### src/rtl/twocomp_pkg.sv
// ---------------------------------------------------------------------------
// twocomp_pkg
//   Shared definitions for the bit-serial two's-complement negator.
//   - state_t      : FSM state encoding (ST_IDLE, ST_SHIFT, ST_DONE)
//   - is_most_neg  : true when the low w bits of v are 1 followed by zeros
//                    (the one value whose negation wraps onto itself)
// ---------------------------------------------------------------------------
package twocomp_pkg;

    typedef enum logic [1:0] {
        ST_IDLE  = 2'd0,
        ST_SHIFT = 2'd1,
        ST_DONE  = 2'd2
    } state_t;

    function automatic logic is_most_neg(input logic [31:0] v, input int unsigned w);
        logic [31:0] mask;
        mask = (32'd1 << w) - 32'd1;
        return (v & mask) == (32'd1 << (w - 1));
    endfunction

endpackage

### src/rtl/twocomp_bit_cell.sv
// ---------------------------------------------------------------------------
// twocomp_bit_cell
//   One-bit datapath of the serial negator: copy bits until the first 1 has
//   gone past, invert every bit after that.
// Ports
//   clk       in   clock
//   rst       in   synchronous active-high reset
//   clr       in   clear seen_one (new operand loaded)
//   en        in   a bit is being processed this cycle
//   b         in   current operand bit (LSB first)
//   r         out  result bit for this cycle (combinational)
//   seen_one  out  registered flag: a 1 has already been processed
// ---------------------------------------------------------------------------
module twocomp_bit_cell (
    input  logic clk,
    input  logic rst,
    input  logic clr,
    input  logic en,
    input  logic b,
    output logic r,
    output logic seen_one
);

    // The first 1 is itself copied, because seen_one only rises after it.
    assign r = seen_one ? ~b : b;

    always_ff @(posedge clk) begin
        // NOTE: state registers use non-blocking assignment so every flop
        // samples pre-edge values, independent of block ordering.
        if (rst || clr) begin
            seen_one <= 1'b0;
        end else if (en) begin
            seen_one <= seen_one | b;
        end
    end

endmodule

### src/rtl/twocomp_serial.sv
// ---------------------------------------------------------------------------
// twocomp_serial
//   Bit-serial two's-complement negator. Accepts a W-bit operand over a
//   valid/ready handshake, processes it LSB-first one bit per clock, and
//   presents -a_in mod 2^W in parallel over a second valid/ready handshake.
//   Operand accepted at edge k -> out_valid rises after edge k+W.
// Parameters
//   W          operand/result width (>= 2)
// Ports
//   clk        in   clock, rising edge
//   rst        in   synchronous active-high reset
//   in_valid   in   a_in holds a valid operand
//   in_ready   out  operand can be accepted this cycle (IDLE only)
//   a_in       in   W-bit operand
//   out_valid  out  s_out holds the result (DONE)
//   out_ready  in   consumer takes the result this cycle
//   s_out      out  W-bit result, stable while out_valid
//   busy       out  high while shifting
//   ovf        out  (only with TWOCOMP_SERIAL_OVF_EN) operand was the
//                   most-negative value; updated together with s_out
// Configuration
//   TWOCOMP_SERIAL_OVF_EN  adds the ovf port and its detection logic.
// ---------------------------------------------------------------------------
module twocomp_serial
    import twocomp_pkg::*;
#(
    parameter int W = 3
) (
    input  logic         clk,
    input  logic         rst,
    input  logic         in_valid,
    output logic         in_ready,
    input  logic [W-1:0] a_in,
    output logic         out_valid,
    input  logic         out_ready,
    output logic [W-1:0] s_out,
    output logic         busy
`ifdef TWOCOMP_SERIAL_OVF_EN
    ,
    output logic         ovf
`endif
);

    localparam int CW = $clog2(W) + 1;
    localparam logic [CW-1:0] CNT_LAST = CW'(W - 1);

    state_t          state;
    logic [W-1:0]    sr;       // operand, shifted right one bit per cycle
    logic [W-2:0]    res;      // result bits collected so far, MSB-aligned
    logic [CW-1:0]   cnt;
    logic            accept;
    logic            shifting;
    logic            r;
    logic            seen_one;

`ifdef TWOCOMP_SERIAL_OVF_EN
    logic            ovf_pend;
`endif

    assign accept   = (state == ST_IDLE) && in_valid && in_ready;
    assign shifting = (state == ST_SHIFT);

    twocomp_bit_cell u_cell (
        .clk      (clk),
        .rst      (rst),
        .clr      (accept),
        .en       (shifting),
        .b        (sr[0]),
        .r        (r),
        .seen_one (seen_one)
    );

    always_ff @(posedge clk) begin
        if (rst) begin
            state     <= ST_IDLE;
            sr        <= '0;
            res       <= '0;
            cnt       <= '0;
            s_out     <= '0;
            in_ready  <= 1'b1;
            out_valid <= 1'b0;
            busy      <= 1'b0;
`ifdef TWOCOMP_SERIAL_OVF_EN
            ovf_pend  <= 1'b0;
            ovf       <= 1'b0;
`endif
        end else begin
            case (state)
                ST_IDLE: begin
                    if (accept) begin
                        sr       <= a_in;
                        res      <= '0;
                        cnt      <= '0;
                        in_ready <= 1'b0;
                        busy     <= 1'b1;
                        state    <= ST_SHIFT;
`ifdef TWOCOMP_SERIAL_OVF_EN
                        ovf_pend <= is_most_neg(32'(a_in), W);
`endif
                    end
                end

                ST_SHIFT: begin
                    sr  <= sr >> 1;
                    // Keep the top W-1 bits of {r, res} shifted right; the
                    // full word is only assembled when it goes to s_out.
                    res <= (W-1)'({r, res} >> 1);
                    cnt <= cnt + CW'(1);
                    if (cnt == CNT_LAST) begin
                        s_out     <= {r, res};
                        out_valid <= 1'b1;
                        busy      <= 1'b0;
                        state     <= ST_DONE;
`ifdef TWOCOMP_SERIAL_OVF_EN
                        ovf       <= ovf_pend;
`endif
                    end
                end

                ST_DONE: begin
                    // s_out is untouched here, so it holds under backpressure.
                    if (out_ready) begin
                        out_valid <= 1'b0;
                        in_ready  <= 1'b1;
                        state     <= ST_IDLE;
                    end
                end

                default: begin
                    state     <= ST_IDLE;
                    in_ready  <= 1'b1;
                    out_valid <= 1'b0;
                    busy      <= 1'b0;
                end
            endcase
        end
    end

endmodule

### config.mk
export PLATFORM = sky130hd
export DESIGN_NAME = twocomp_serial
export DESIGN_NICKNAME = d
export VERILOG_FILES = /design/src/rtl/twocomp_pkg.sv /design/src/rtl/twocomp_bit_cell.sv /design/src/rtl/twocomp_serial.sv
export SDC_FILE = /design/constraint.sdc
export NUM_CORES = 1
export LEC_CHECK = 0
export ABC_AREA = 1
export BUFFER_PORTS_ARGS = -buffer_cell sky130_fd_sc_hd__buf_2
export CAP_MARGIN = 15
export CORE_MARGIN = 2
export CORE_UTILIZATION = 53
export DETAILED_ROUTE_END_ITERATION = 10
export PLACE_DENSITY_LB_ADDON = 0.15
export SLEW_MARGIN = 40
export SYNTH_ARGS = -nofsm -noshare
export SYNTH_HDL_FRONTEND = slang
export SYNTH_HIERARCHICAL = 1
export SYNTH_SLANG_ARGS = --single-unit
### constraint.sdc
create_clock -name clk -period 1.35 [get_ports clk]
set_input_delay 0.2025 -clock clk [delete_from_list [all_inputs] [get_ports clk]]
set_output_delay 0.2025 -clock clk [all_outputs]
set_load 0.01 [all_outputs]
Word-level counts from Yosys, hierarchy flattened
Index checks and enable logic that the tools add are counted. Widths: inputs -> output; s select.

Register bits after elaboration: 17. Input bits: 7.

Add/subtract/negate cells: 1. Equality and inequality tests: 6. Multiplexer cells: 20. Bitwise operators: 5. Reductions and logical operators: 11.

Operators with widths (count): $pmux 3 s2 (2); $reduce_and 3->1 (4); $pmux 1 s3 (3); $mux 2 (4); $mux 1 (7); $mux 3 (2); $pmux 2 s3 (1); $ne 2x1->1 const B (2); $not 1->1 (4); $pmux 2 s2 (1); $reduce_and 2->1 (2); $add 3x1->3 const B (1); $eq 3x2->1 const B (1); $eq 2x1->1 const B (1); $eq 2x2->1 const B (1); $logic_and 1x1->1 (2); $logic_not 2->1 (1); $ne 2x2->1 const B (1); $reduce_bool 2->1 (1); $logic_or 1x1->1 (1); $or 1x1->1 (1).

Depth between registers and ports, before layout
Gate-level depths: netlist of the first run.

Depth after elaboration: 5. Gate-level depth with buffers: 7.

Modules after synthesis
Netlist of the first run, hierarchy kept.

Modules (own cells, without submodules): twocomp_serial (instances 1, cells each 91, area each 744.5 um2); twocomp_bit_cell (instances 1, cells each 9, area each 61.3 um2).

Least setup slack after synthesis of the first run
OpenSTA, ideal clock, no wires.

Kind: register -> register. Start point: reg cnt[0]. End point: reg s_out[1]. Data arrival time: 0.986 ns. Slack: 0.295 ns. Stages on the path, launching flop included: 8. Buffers on the path: 0. Clock period less this slack: 1.055 ns. Cells stage by stage: dfxtp_1 inv_1 ha_1 nand2_1 nor2_4 inv_2 nand2_1 a21oi_1.

Cells in the longest elaborated chain, start to end: 2.

Ends and longest elaborated chain: from (decl) (line twocomp_serial.sv:50) `logic [CW-1:0] cnt;`; from (signal assigned) (line twocomp_serial.sv:108) `cnt <= cnt + CW'(1);`; $eq 3x2->1 (line twocomp_serial.sv:109) `if (cnt == CNT_LAST) begin`; $reduce_and 2->1 (no source line); to (signal assigned) (line twocomp_serial.sv:110) `s_out <= {r, res};`; to (decl) (line twocomp_serial.sv:36) `output logic [W-1:0] s_out,`.

Every way passes these cells. A chain may end at the register's enable or synchronous reset.

Worst setup path in the final report of the first run
Ends and elaborated chain as after synthesis.

==> out/results.ini, run 1 <==
[min_path]
timing.hold.worst_endpoint = sr[2]
timing.hold.worst_path_depth = 3
hp-class = input pin to register
beginning_of_the_worst_hold_path = a_in[2]

[clock_network]
post_cts_resized = 0
cts.repair_timing.setup_buffer_count = 0
number_of_buffers_inserted_for_hold_repair_after_clock_tree_synthesis = 0
cts_max_path_buffers = 2
tritoncts.num_buffers = 3
number_of_sinks_handled_by_clock_tree_synthesis = 17
clkLatencyLatePin_ns = 0.29
cts_tree = built
clk_root_buffer_cell = sky130_fd_sc_hd__clkbuf_4
worst_setup_hold_path_clk_slew_ns = 0.10
cts.htree.levels = 1

[power_and_ir_drop]
cellLeakagePower_nw = 0.3959
share_seq_of_total_power = 0.536
internal_power_mw = 0.7261
total_switching_power_mw = 0.3192
clock_power_share = 0.256
design_power_total_mw = 1.045
maximum_vdd_ir_drop_mv = 0.6417
p_sw_frac = 0.3054
power_density_nw_per_um2 = 1156
power_frac_comb = 0.208

[timing]
timing.fmax_ghz = 0.8643
worst_hold_slack_ns = 0.1549
fin_crit_sh = 0.8570
final_max_slew_viol_count = 0
fin_crit_ns = 1.157
setup-tns-final_ns = 0
finalWorstSetupSlack_ns = 0.1930
clock-skew-final_ns = 0.007389
setup-violations-final = 0
worst_slew_pin_slew_ns = 0.2443
slew-limit-headroom = 0.8372
unrepaired_setup_endpoints_after_global_routing = no
report.final.hold_viol_count = 0

[drt]
detailedRoute.firstPassIterationCount = 4
num_vias = 653
dr.first_iter.drc_count = 10
route.detailed.wl_per_inst_um = 10.77
post_drt_via_cell_ratio = 4.985
final_antenna_violating_net_count = 0
postRouteWirelength_mm = 1.411
drcViolationCount = 0

[floorplanning]
floorplan.initialDensity = 0.5476
core-area_um2 = 1471
area_of_the_die_um2 = 1848
fp.dieW_um = 42.99
die_h_um = 42.99
rows = 14
io-pin-count = 13

[placement]
place_hpwl_mm = 1.085
buffer_ports.inserted = 12
dp_slack_ns = 0.2020
gp_congestion = 0.7826
dpl.cell_count = 127

[worst_setup_path]
reg2reg_path_depth = 7
worst-setup-path-type = register to register
critical_path.reg2reg.endpoint = s_out[1]
largest_stage_delay_on_the_critical_path_ns = 0.38
worst_setup_path_start_kind = register
r2r_setup_slack_ns = 0.19
cp_slowest_cell = sky130_fd_sc_hd__dfxtp_1
crit_arrival_ns = 1.38
timing.critical_path.mode_cell = sky130_fd_sc_hd__nand2_1
worst_ep_required_time_ns = 1.57
worstPathCellList = inv_1 > ha_1 > nand2_1 > nor2_4 > inv_2 > nand2_1 > a21oi_1
worst_r2r_startpoint = cnt[0]
critical_path.max_fanout = 5
cp-end-kind = register

[yosys]
postSynth.asyncResetShare = 0
syn_avg_cell_area_um2 = 8.058
synth-edff-count = 0
dominantRegCellSynth = sky130_fd_sc_hd__dfxtp_1
portion_of_the_post_synthesis_area_used_by_sequential_elements = 0.4224
ys_top_cells_by_count = sky130_fd_sc_hd__nand2_1, sky130_fd_sc_hd__dfxtp_1, sky130_fd_sc_hd__a21oi_1, sky130_fd_sc_hd__nor2_1
synth_warnings = 6
synth_cell_type_count = 22
yosysTopAreaCell = sky130_fd_sc_hd__dfxtp_1
ys_seq_elements = 17
post_syn_nets = 110
fraction_of_synthesized_cell_area_taken_by_the_top_area_cell_type = 0.4224
instance_count_of_the_mapped_netlist = 100
post-synth-top-count-cell = sky130_fd_sc_hd__nand2_1
synth_area_leaders = sky130_fd_sc_hd__dfxtp_1, sky130_fd_sc_hd__nand2_1, sky130_fd_sc_hd__a21oi_1
netlist_area_um2 = 805.8

[global_route]
track_usage = 0.1759
grt_max_degree = 12
grt-ovfl-total = 0
antenna_found_initial = 0
number_of_global_route_vias_before_repair = 616
grt_first_pass_wirelength_mm = 2.518

[finish]
layout.cells.non_filler = 131
flow.area_growth_from_synthesis_pct = 12.27
antenna-diode-count = 0
num-nets-final = 126
share_of_cells_above_drive_strength_1 = 0.2957

[outcome]
status = finished clean

[job]
max_cap_violations = 0

-- per-stage QoR --
step	cell area (µm²)	utilization
floorplan	805.8	-
global placement	877.1	0.5961
finish	904.6	0.6148
global route	904.6	0.6148
detailed placement	877.1	0.5961
CTS	904.6	0.6148
-- layer usage --
metal  share of wire  track usage  vias up
li1                -            -      350
met2            0.46       0.2727        9
met5               0            0        -
met3           0.032      0.03830        2
met1            0.50       0.2361      292
met4          0.0064      0.07273        0
-- power groups by stage --
stage	logic, mW	clock network (mW)	registers (mW)
after global routing	0.249	0.298	0.566
after global placement	0.216	0	0.571
after floorplan	0.168	0	0.572
after detailed placement	0.220	0	0.572
final	0.217	0.268	0.560
after CTS	0.220	0.279	0.560
-- cell type report --
class | count | area (µm²)
Clock buffer | 3 | 22.52
Sequential cell | 17 | 340.3
Multi-Input combinational cell | 73 | 416.7
Timing Repair Buffer | 13 | 67.56
Fill cell | 137 | 566.8
Tap cell | 16 | 20.02
Inverter | 8 | 32.53
Clock inverter | 1 | 5.005
-- kinds of logic (layout without fill, tap and decap cells) --
group | count (synthesis) | count (layout) | synth area share
AOI/OAI and AO/OA | 19 | 19 | 0.1227
buffers and inverters | 10 | 25 | 0.06056
DFF | 17 | 17 | 0.4224
adders and majority gates | 3 | 3 | 0.04659
and+or+nand+nor | 51 | 51 | 0.3478
-- layout by cell type, fill, tap and decap left out, types with 2 or more instances in the layout --
master / count
sky130_fd_sc_hd__inv_1: 5
sky130_fd_sc_hd__o21ai_1: 4
sky130_fd_sc_hd__nor2_4: 2
sky130_fd_sc_hd__clkbuf_4: 3
sky130_fd_sc_hd__nor2_1: 9
sky130_fd_sc_hd__o21ai_0: 2
sky130_fd_sc_hd__buf_2: 12
sky130_fd_sc_hd__nand2_2: 5
sky130_fd_sc_hd__dfxtp_1: 17
sky130_fd_sc_hd__inv_2: 2
sky130_fd_sc_hd__nand2_1: 24
sky130_fd_sc_hd__nor2_8: 2
sky130_fd_sc_hd__nor2_2: 2
sky130_fd_sc_hd__a21oi_1: 12
sky130_fd_sc_hd__nand3_1: 3
sky130_fd_sc_hd__ha_1: 3
-- critical path: cells and delay by family (launching register included) --
| kind | cells | cell delay, ns |
|---|---|---|
| compound gates | 1 | 0.11 |
| simple gates | 3 | 0.28 |
| flops | 1 | 0.38 |
| fa+ha+maj | 1 | 0.19 |
| buf+inv | 2 | 0.13 |
-- registers in the layout, summed over array words and instances, names as in the netlist --
name / flops
busy: 1
cnt: 3
out_valid: 1
s_out: 3
sr: 3
u_cell/seen_one: 1
state: 2
in_ready: 1
res: 2
-- how the worst max path moves through the flow --
stage                   from  endpoint  slack (ns)  cells after the start
floorplan             cnt[0]  s_out[1]        0.29                      7
global placement    state[1]    cnt[2]        0.22                      5
detailed placement    cnt[0]  s_out[1]        0.20                      7
CTS                   cnt[0]  s_out[1]        0.18                      7
global route          cnt[0]  s_out[2]        0.09                      7
finish                cnt[0]  s_out[1]        0.19                      7
Power figures use the tool's default switching activity.
==> run 2: changes to the inputs <==
- ABC_AREA: 1 -> 0
- CORE_UTILIZATION: 53 -> 52
==> out/results.ini, run 2 <==
[worst_setup_path]
reg2reg_path_depth = 3
cp-end-kind = register
critical_path.reg2reg.endpoint = u_cell/seen_one
worst_ep_required_time_ns = 1.54
crit_arrival_ns = 1.39
r2r_setup_slack_ns = 0.15
worst_setup_path_start_kind = register
worst_r2r_startpoint = state[0]
critical_path.max_fanout = 7
worst-setup-path-type = register to register

[timing]
report.final.hold_viol_count = 0
final_max_slew_viol_count = 0
unrepaired_setup_endpoints_after_global_routing = no
worst_slew_pin_slew_ns = 0.3566
timing.fmax_ghz = 0.8322
fin_crit_sh = 0.8901
setup-tns-final_ns = 0
fin_crit_ns = 1.202
clock-skew-final_ns = 0.002077
setup-violations-final = 0
slew-limit-headroom = 0.7622

[finish]
antenna-diode-count = 0
largestRegisters = cnt (3), s_out (3), sr (3)
layout.cells.non_filler = 110
num-nets-final = 106
fin_area_um2 = 870.8
most_common_cell_after_layout_fill_and_taps_aside = sky130_fd_sc_hd__dfxtp_1
flow.area_growth_from_synthesis_pct = 12.80
share_of_cells_above_drive_strength_1 = 0.2632
final_cell_mix = sky130_fd_sc_hd__dfxtp_1, sky130_fd_sc_hd__buf_2, sky130_fd_sc_hd__a21oi_1, sky130_fd_sc_hd__inv_1, sky130_fd_sc_hd__nor2_1

[yosys]
yosysTopAreaCell = sky130_fd_sc_hd__dfxtp_1
fraction_of_synthesized_cell_area_taken_by_the_top_area_cell_type = 0.4408
post_syn_nets = 91
portion_of_the_post_synthesis_area_used_by_sequential_elements = 0.4408
ys_seq_elements = 17
synth_warnings = 6
dominantRegCellSynth = sky130_fd_sc_hd__dfxtp_1
postSynth.asyncResetShare = 0
synth_cell_type_count = 30
synth_area_leaders = sky130_fd_sc_hd__dfxtp_1, sky130_fd_sc_hd__a21oi_1, sky130_fd_sc_hd__ha_1
instance_count_of_the_mapped_netlist = 81
ys_top_cells_by_count = sky130_fd_sc_hd__dfxtp_1, sky130_fd_sc_hd__a21oi_1, sky130_fd_sc_hd__inv_1, sky130_fd_sc_hd__nor2_1
netlist_area_um2 = 772.0
syn_avg_cell_area_um2 = 9.531
post-synth-top-count-cell = sky130_fd_sc_hd__dfxtp_1
synth-edff-count = 0

[min_path]
timing.hold.worst_endpoint = sr[2]
hp-class = input pin to register
timing.hold.worst_path_depth = 3
beginning_of_the_worst_hold_path = a_in[2]

[floorplanning]
fp.dieW_um = 42.53
io-pin-count = 13
core-area_um2 = 1350
rows = 13
floorplan.initialDensity = 0.5718
area_of_the_die_um2 = 1809
die_h_um = 42.53

[power_and_ir_drop]
power_density_nw_per_um2 = 1128
design_power_total_mw = 0.9824
cellLeakagePower_nw = 0.3523
maximum_vdd_ir_drop_mv = 0.7489

[clock_network]
tritoncts.num_buffers = 3
cts_tree = built
cts_max_path_buffers = 2
cts.repair_timing.setup_buffer_count = 0
cts.htree.levels = 1
clk_root_buffer_cell = sky130_fd_sc_hd__clkbuf_4
number_of_buffers_inserted_for_hold_repair_after_clock_tree_synthesis = 0
worst_setup_hold_path_clk_slew_ns = 0.09
clkLatencyLatePin_ns = 0.29
number_of_sinks_handled_by_clock_tree_synthesis = 17
post_cts_resized = 0

[global_route]
grt_first_pass_wirelength_mm = 2.159
grt_max_degree = 20
antenna_found_initial = 0
track_usage = 0.1634
number_of_global_route_vias_before_repair = 519
grt-ovfl-total = 0

[outcome]
status = finished clean

[placement]
gp_congestion = 0.7945
buffer_ports.inserted = 12
dpl.cell_count = 106
dpl_cell_area_um2 = 839.6
place_hpwl_um = 947.8

[drt]
drcViolationCount = 0
num_vias = 604
final_antenna_violating_net_count = 0
route.detailed.wl_per_inst_um = 12.00
dr.first_iter.drc_count = 4
postRouteWirelength_mm = 1.320
post_drt_via_cell_ratio = 5.491
detailedRoute.firstPassIterationCount = 4

[job]
max_cap_violations = 0

run 2: cell count changes in the layout (fill, tap and decap cells not counted), sizes merged, moves of 3 or more:
cell    delta
nand2     -24
a211oi     +3
nand2b     +5
a21oi      -5
nor2       -9
run 2: layout make-up:
cell class,instances,area [µm²]
inverters,7,26.28
multi-input cells,54,391.6
clock buffers,4,26.28
fillers,118,479.2
flip-flops and latches,17,340.3
repair buffers,13,67.56
well taps,15,18.77
run 2: cell families (layout without fill, tap and decap cells):
kind of cell / Yosys count / in the layout / share of synthesized area
AO/OA/AOI/OAI: 22 / 22 / 0.2058
flip-flops: 17 / 17 / 0.4408
adder cells (fa/ha/maj): 3 / 3 / 0.04863
buffers and inverters: 10 / 24 / 0.05833
multiplexers: 2 / 2 / 0.02593
AND/OR/NAND/NOR: 27 / 27 / 0.2204
run 2: stage by stage:
stage               utilization  hold WS, ns  setup slack, ns
detailed placement       0.6219       0.4463           0.1126
CTS                      0.6413       0.1336          0.08318
global route             0.6450       0.1615          0.03400
global placement         0.6219       0.4453           0.1413
finish                   0.6450       0.1401           0.1483
floorplan                     -       0.2785           0.2545
run 2: worst max-delay path by stage:
| stage | to | cells past startpoint | slack [ns] | start |
|---|---|---|---|---|
| 3_5_place_dp | sr[0] | 4 | 0.11 | state[1] |
| 5_1_grt | u_cell/seen_one | 4 | 0.03 | state[0] |
| 6_report | u_cell/seen_one | 3 | 0.15 | state[0] |
| 3_3_place_gp | sr[0] | 4 | 0.14 | state[1] |
| 2_1_floorplan | cnt[2] | 4 | 0.25 | state[1] |
| 4_1_cts | sr[0] | 4 | 0.08 | state[1] |
run 2: critical path, cell delays in order, from the launching register on:
cell and delay [ns]:
sky130_fd_sc_hd__dfxtp_1 0.47, sky130_fd_sc_hd__nand4bb_4 0.23, sky130_fd_sc_hd__inv_2 0.08, sky130_fd_sc_hd__a2111oi_2 0.32
run 2: power breakdown:
group	leakage, nW	switching [mW]	internal, mW
sequential	0.139	0.0223	0.530
clock	0.0150	0.152	0.115
combinational	0.199	0.0928	0.0699
run 2: metal layers:
| metal | global-route usage | part of all wire |
|---|---|---|
| met1 | 0.1984 | 0.49 |
| met2 | 0.2492 | 0.43 |
| met3 | 0.06897 | 0.057 |
| met4 | 0.07500 | 0.020 |
| met5 | 0 | 0 |
==> run 3: changes to the inputs <==
- CORE_UTILIZATION: 52 -> 53
- SETUP_SLACK_MARGIN: unset -> 0.4
- SYNTH_HIERARCHICAL: 1 -> unset
==> out/results.ini, run 3 <==
[power_and_ir_drop]
power_frac_comb = 0.226
maximum_vdd_ir_drop_mv = 0.7575
design_power_total_mw = 1.075
p_sw_frac = 0.2865
total_switching_power_mw = 0.3079
share_seq_of_total_power = 0.520
internal_power_mw = 0.7670
clock_power_share = 0.254
power_density_nw_per_um2 = 968.6
cellLeakagePower_nw = 0.4134

[global_route]
grt_max_degree = 20
number_of_global_route_vias_before_repair = 640
grt_first_pass_wirelength_mm = 2.877
track_usage = 0.2041
antenna_found_initial = 0
grt-ovfl-total = 0

[yosys]
synth-edff-count = 0
ys_seq_elements = 17
ys_top_cells_by_count = sky130_fd_sc_hd__dfxtp_1, sky130_fd_sc_hd__nor2_1, sky130_fd_sc_hd__mux2i_1, sky130_fd_sc_hd__inv_1
portion_of_the_post_synthesis_area_used_by_sequential_elements = 0.3971
synth_area_leaders = sky130_fd_sc_hd__dfxtp_1, sky130_fd_sc_hd__mux2i_1, sky130_fd_sc_hd__a211oi_2
dominantRegCellSynth = sky130_fd_sc_hd__dfxtp_1
instance_count_of_the_mapped_netlist = 81
postSynth.asyncResetShare = 0
yosysTopAreaCell = sky130_fd_sc_hd__dfxtp_1
synth_cell_type_count = 36
post_syn_nets = 91
syn_avg_cell_area_um2 = 10.58
netlist_area_um2 = 857.1
fraction_of_synthesized_cell_area_taken_by_the_top_area_cell_type = 0.3971
post-synth-top-count-cell = sky130_fd_sc_hd__dfxtp_1
synth_warnings = 0

[outcome]
status = finished clean

[worst_setup_path]
reg2reg_path_depth = 5
worst-setup-path-type = register to register
worst_ep_required_time_ns = 1.57
critical_path.reg2reg.endpoint = busy
worst_r2r_startpoint = cnt[0]
critical_path.max_fanout = 3
r2r_setup_slack_ns = 0.12
crit_arrival_ns = 1.46
cp-end-kind = register
critPathCapture = busy
worst_setup_path_start_kind = register
timing.critical_path.from = cnt[0]

[timing]
unrepaired_setup_endpoints_after_global_routing = yes
slew-limit-headroom = 0.8472
worst_slew_pin_slew_ns = 0.2289
setup-violations-final = 0
fin_crit_ns = 1.233
report.final.hold_viol_count = 0
final_max_slew_viol_count = 0
timing.fmax_ghz = 0.8112
clock-skew-final_ns = 0.0008472
fin_crit_sh = 0.9132
setup-tns-final_ns = 0

[floorplanning]
core-area_um2 = 1506
area_of_the_die_um2 = 1955
die_h_um = 44.22
io-pin-count = 13
rows = 14
floorplan.initialDensity = 0.5689
fp.dieW_um = 44.22

[drt]
post_drt_via_cell_ratio = 5.534
route.detailed.wl_per_inst_um = 13.95
postRouteWirelength_mm = 1.618
detailedRoute.firstPassIterationCount = 2
num_vias = 642
dr.first_iter.drc_count = 12
final_antenna_violating_net_count = 0
drcViolationCount = 0

[finish]
seqCellArea_um2 = 357.8
final_core_util = 0.7367
final_cell_mix = sky130_fd_sc_hd__dfxtp_2, sky130_fd_sc_hd__buf_2, sky130_fd_sc_hd__dfxtp_1, sky130_fd_sc_hd__buf_4, sky130_fd_sc_hd__nor2_1
num-fill-cells = 113
largestRegisters = cnt (3), s_out (3), sr (3)
antenna-diode-count = 0
share_of_cells_above_drive_strength_1 = 0.5800
multi_input_comb_area_um2 = 536.8
num-nets-final = 111
flow.area_growth_from_synthesis_pct = 29.49

[clock_network]
clkLatencyLatePin_ns = 0.29
tritoncts.num_buffers = 3
number_of_buffers_inserted_for_hold_repair_after_clock_tree_synthesis = 0
cts_tree = built
worst_setup_hold_path_clk_slew_ns = 0.10
number_of_sinks_handled_by_clock_tree_synthesis = 17
clk_root_buffer_cell = sky130_fd_sc_hd__clkbuf_4
cts.htree.levels = 1
cts_max_path_buffers = 2

[placement]
place_hpwl_mm = 1.067
buffer_ports.inserted = 12
gp_congestion = 0.7120

[job]
max_cap_violations = 0

[min_path]
hp-class = input pin to register

-- run 3: per-layer routing --
metal  GRT usage  wire length [µm]
met5           0                 0
met4      0.1091                35
met3     0.03673                49
met2      0.3176               748
met1      0.2677               785
-- run 3: final cells by class --
class,count,share of cell area
multi-input combinational,54,0.4837
sequential,17,0.3224
timing repair buffer,21,0.1387
clock buffer,4,0.02368
tap,16,0.01804
inverter,4,0.01353
-- run 3: how the worst min path moves through the flow --
stage | to | start | depth (start not counted) | slack [ns]
CTS | sr[2] | a_in[2] | 3 | 0.14
floorplan | sr[2] | a_in[2] | 2 | 0.34
detailed placement | sr[2] | a_in[2] | 3 | 0.46
global route | sr[2] | a_in[2] | 3 | 0.15
global placement | sr[2] | a_in[2] | 3 | 0.44
finish | sr[2] | a_in[2] | 3 | 0.16
-- run 3: critical path: stages, from the launching register on --
cell and delay (ns):
sky130_fd_sc_hd__dfxtp_2 0.35, sky130_fd_sc_hd__inv_2 0.05, sky130_fd_sc_hd__ha_4 0.15, sky130_fd_sc_hd__nor2b_4 0.13, sky130_fd_sc_hd__or3b_1 0.34, sky130_fd_sc_hd__a31oi_1 0.16
-- run 3: timing repair --
item	in CTS	in global routing
buffers inserted	5	2
pin swaps	2	8
resized for setup	13	11
endpoints found under the setup margin	22	22
-- run 3: cell families after synthesis --
group | after synthesis | synth area share
AO/OA/AOI/OAI | 16 | 0.1664
AND/OR/NAND/NOR | 30 | 0.2584
buffers and inverters | 10 | 0.07590
flip-flops | 17 | 0.3971
multiplexers | 5 | 0.05840
adder cells (fa/ha/maj) | 3 | 0.04380
-- run 3: power groups by stage --
stage                     clock network (mW)  registers (mW)  logic (mW)
after floorplan                            0           0.569       0.172
after global placement                     0           0.572       0.200
after detailed placement                   0           0.573       0.201
after CTS                              0.283           0.563       0.222
after global routing                   0.306           0.563       0.264
final                                  0.273           0.559       0.243
-- run 3: metrics by stage --
stage / worst slack (ns) / hold slack, ns / instance area, µm² / instances
final: 0.1172 / 0.1595 / 1110 / 116
after global routing: 0.03600 / 0.1530 / 1110 / 116
after CTS: 0.1119 / 0.1377 / 1052 / 114
after detailed placement: 0.1160 / 0.4576 / 955.9 / 105
after global placement: 0.1476 / 0.4445 / 955.9 / 105
after floorplan: 0.1613 / 0.3385 / 914.6 / 81
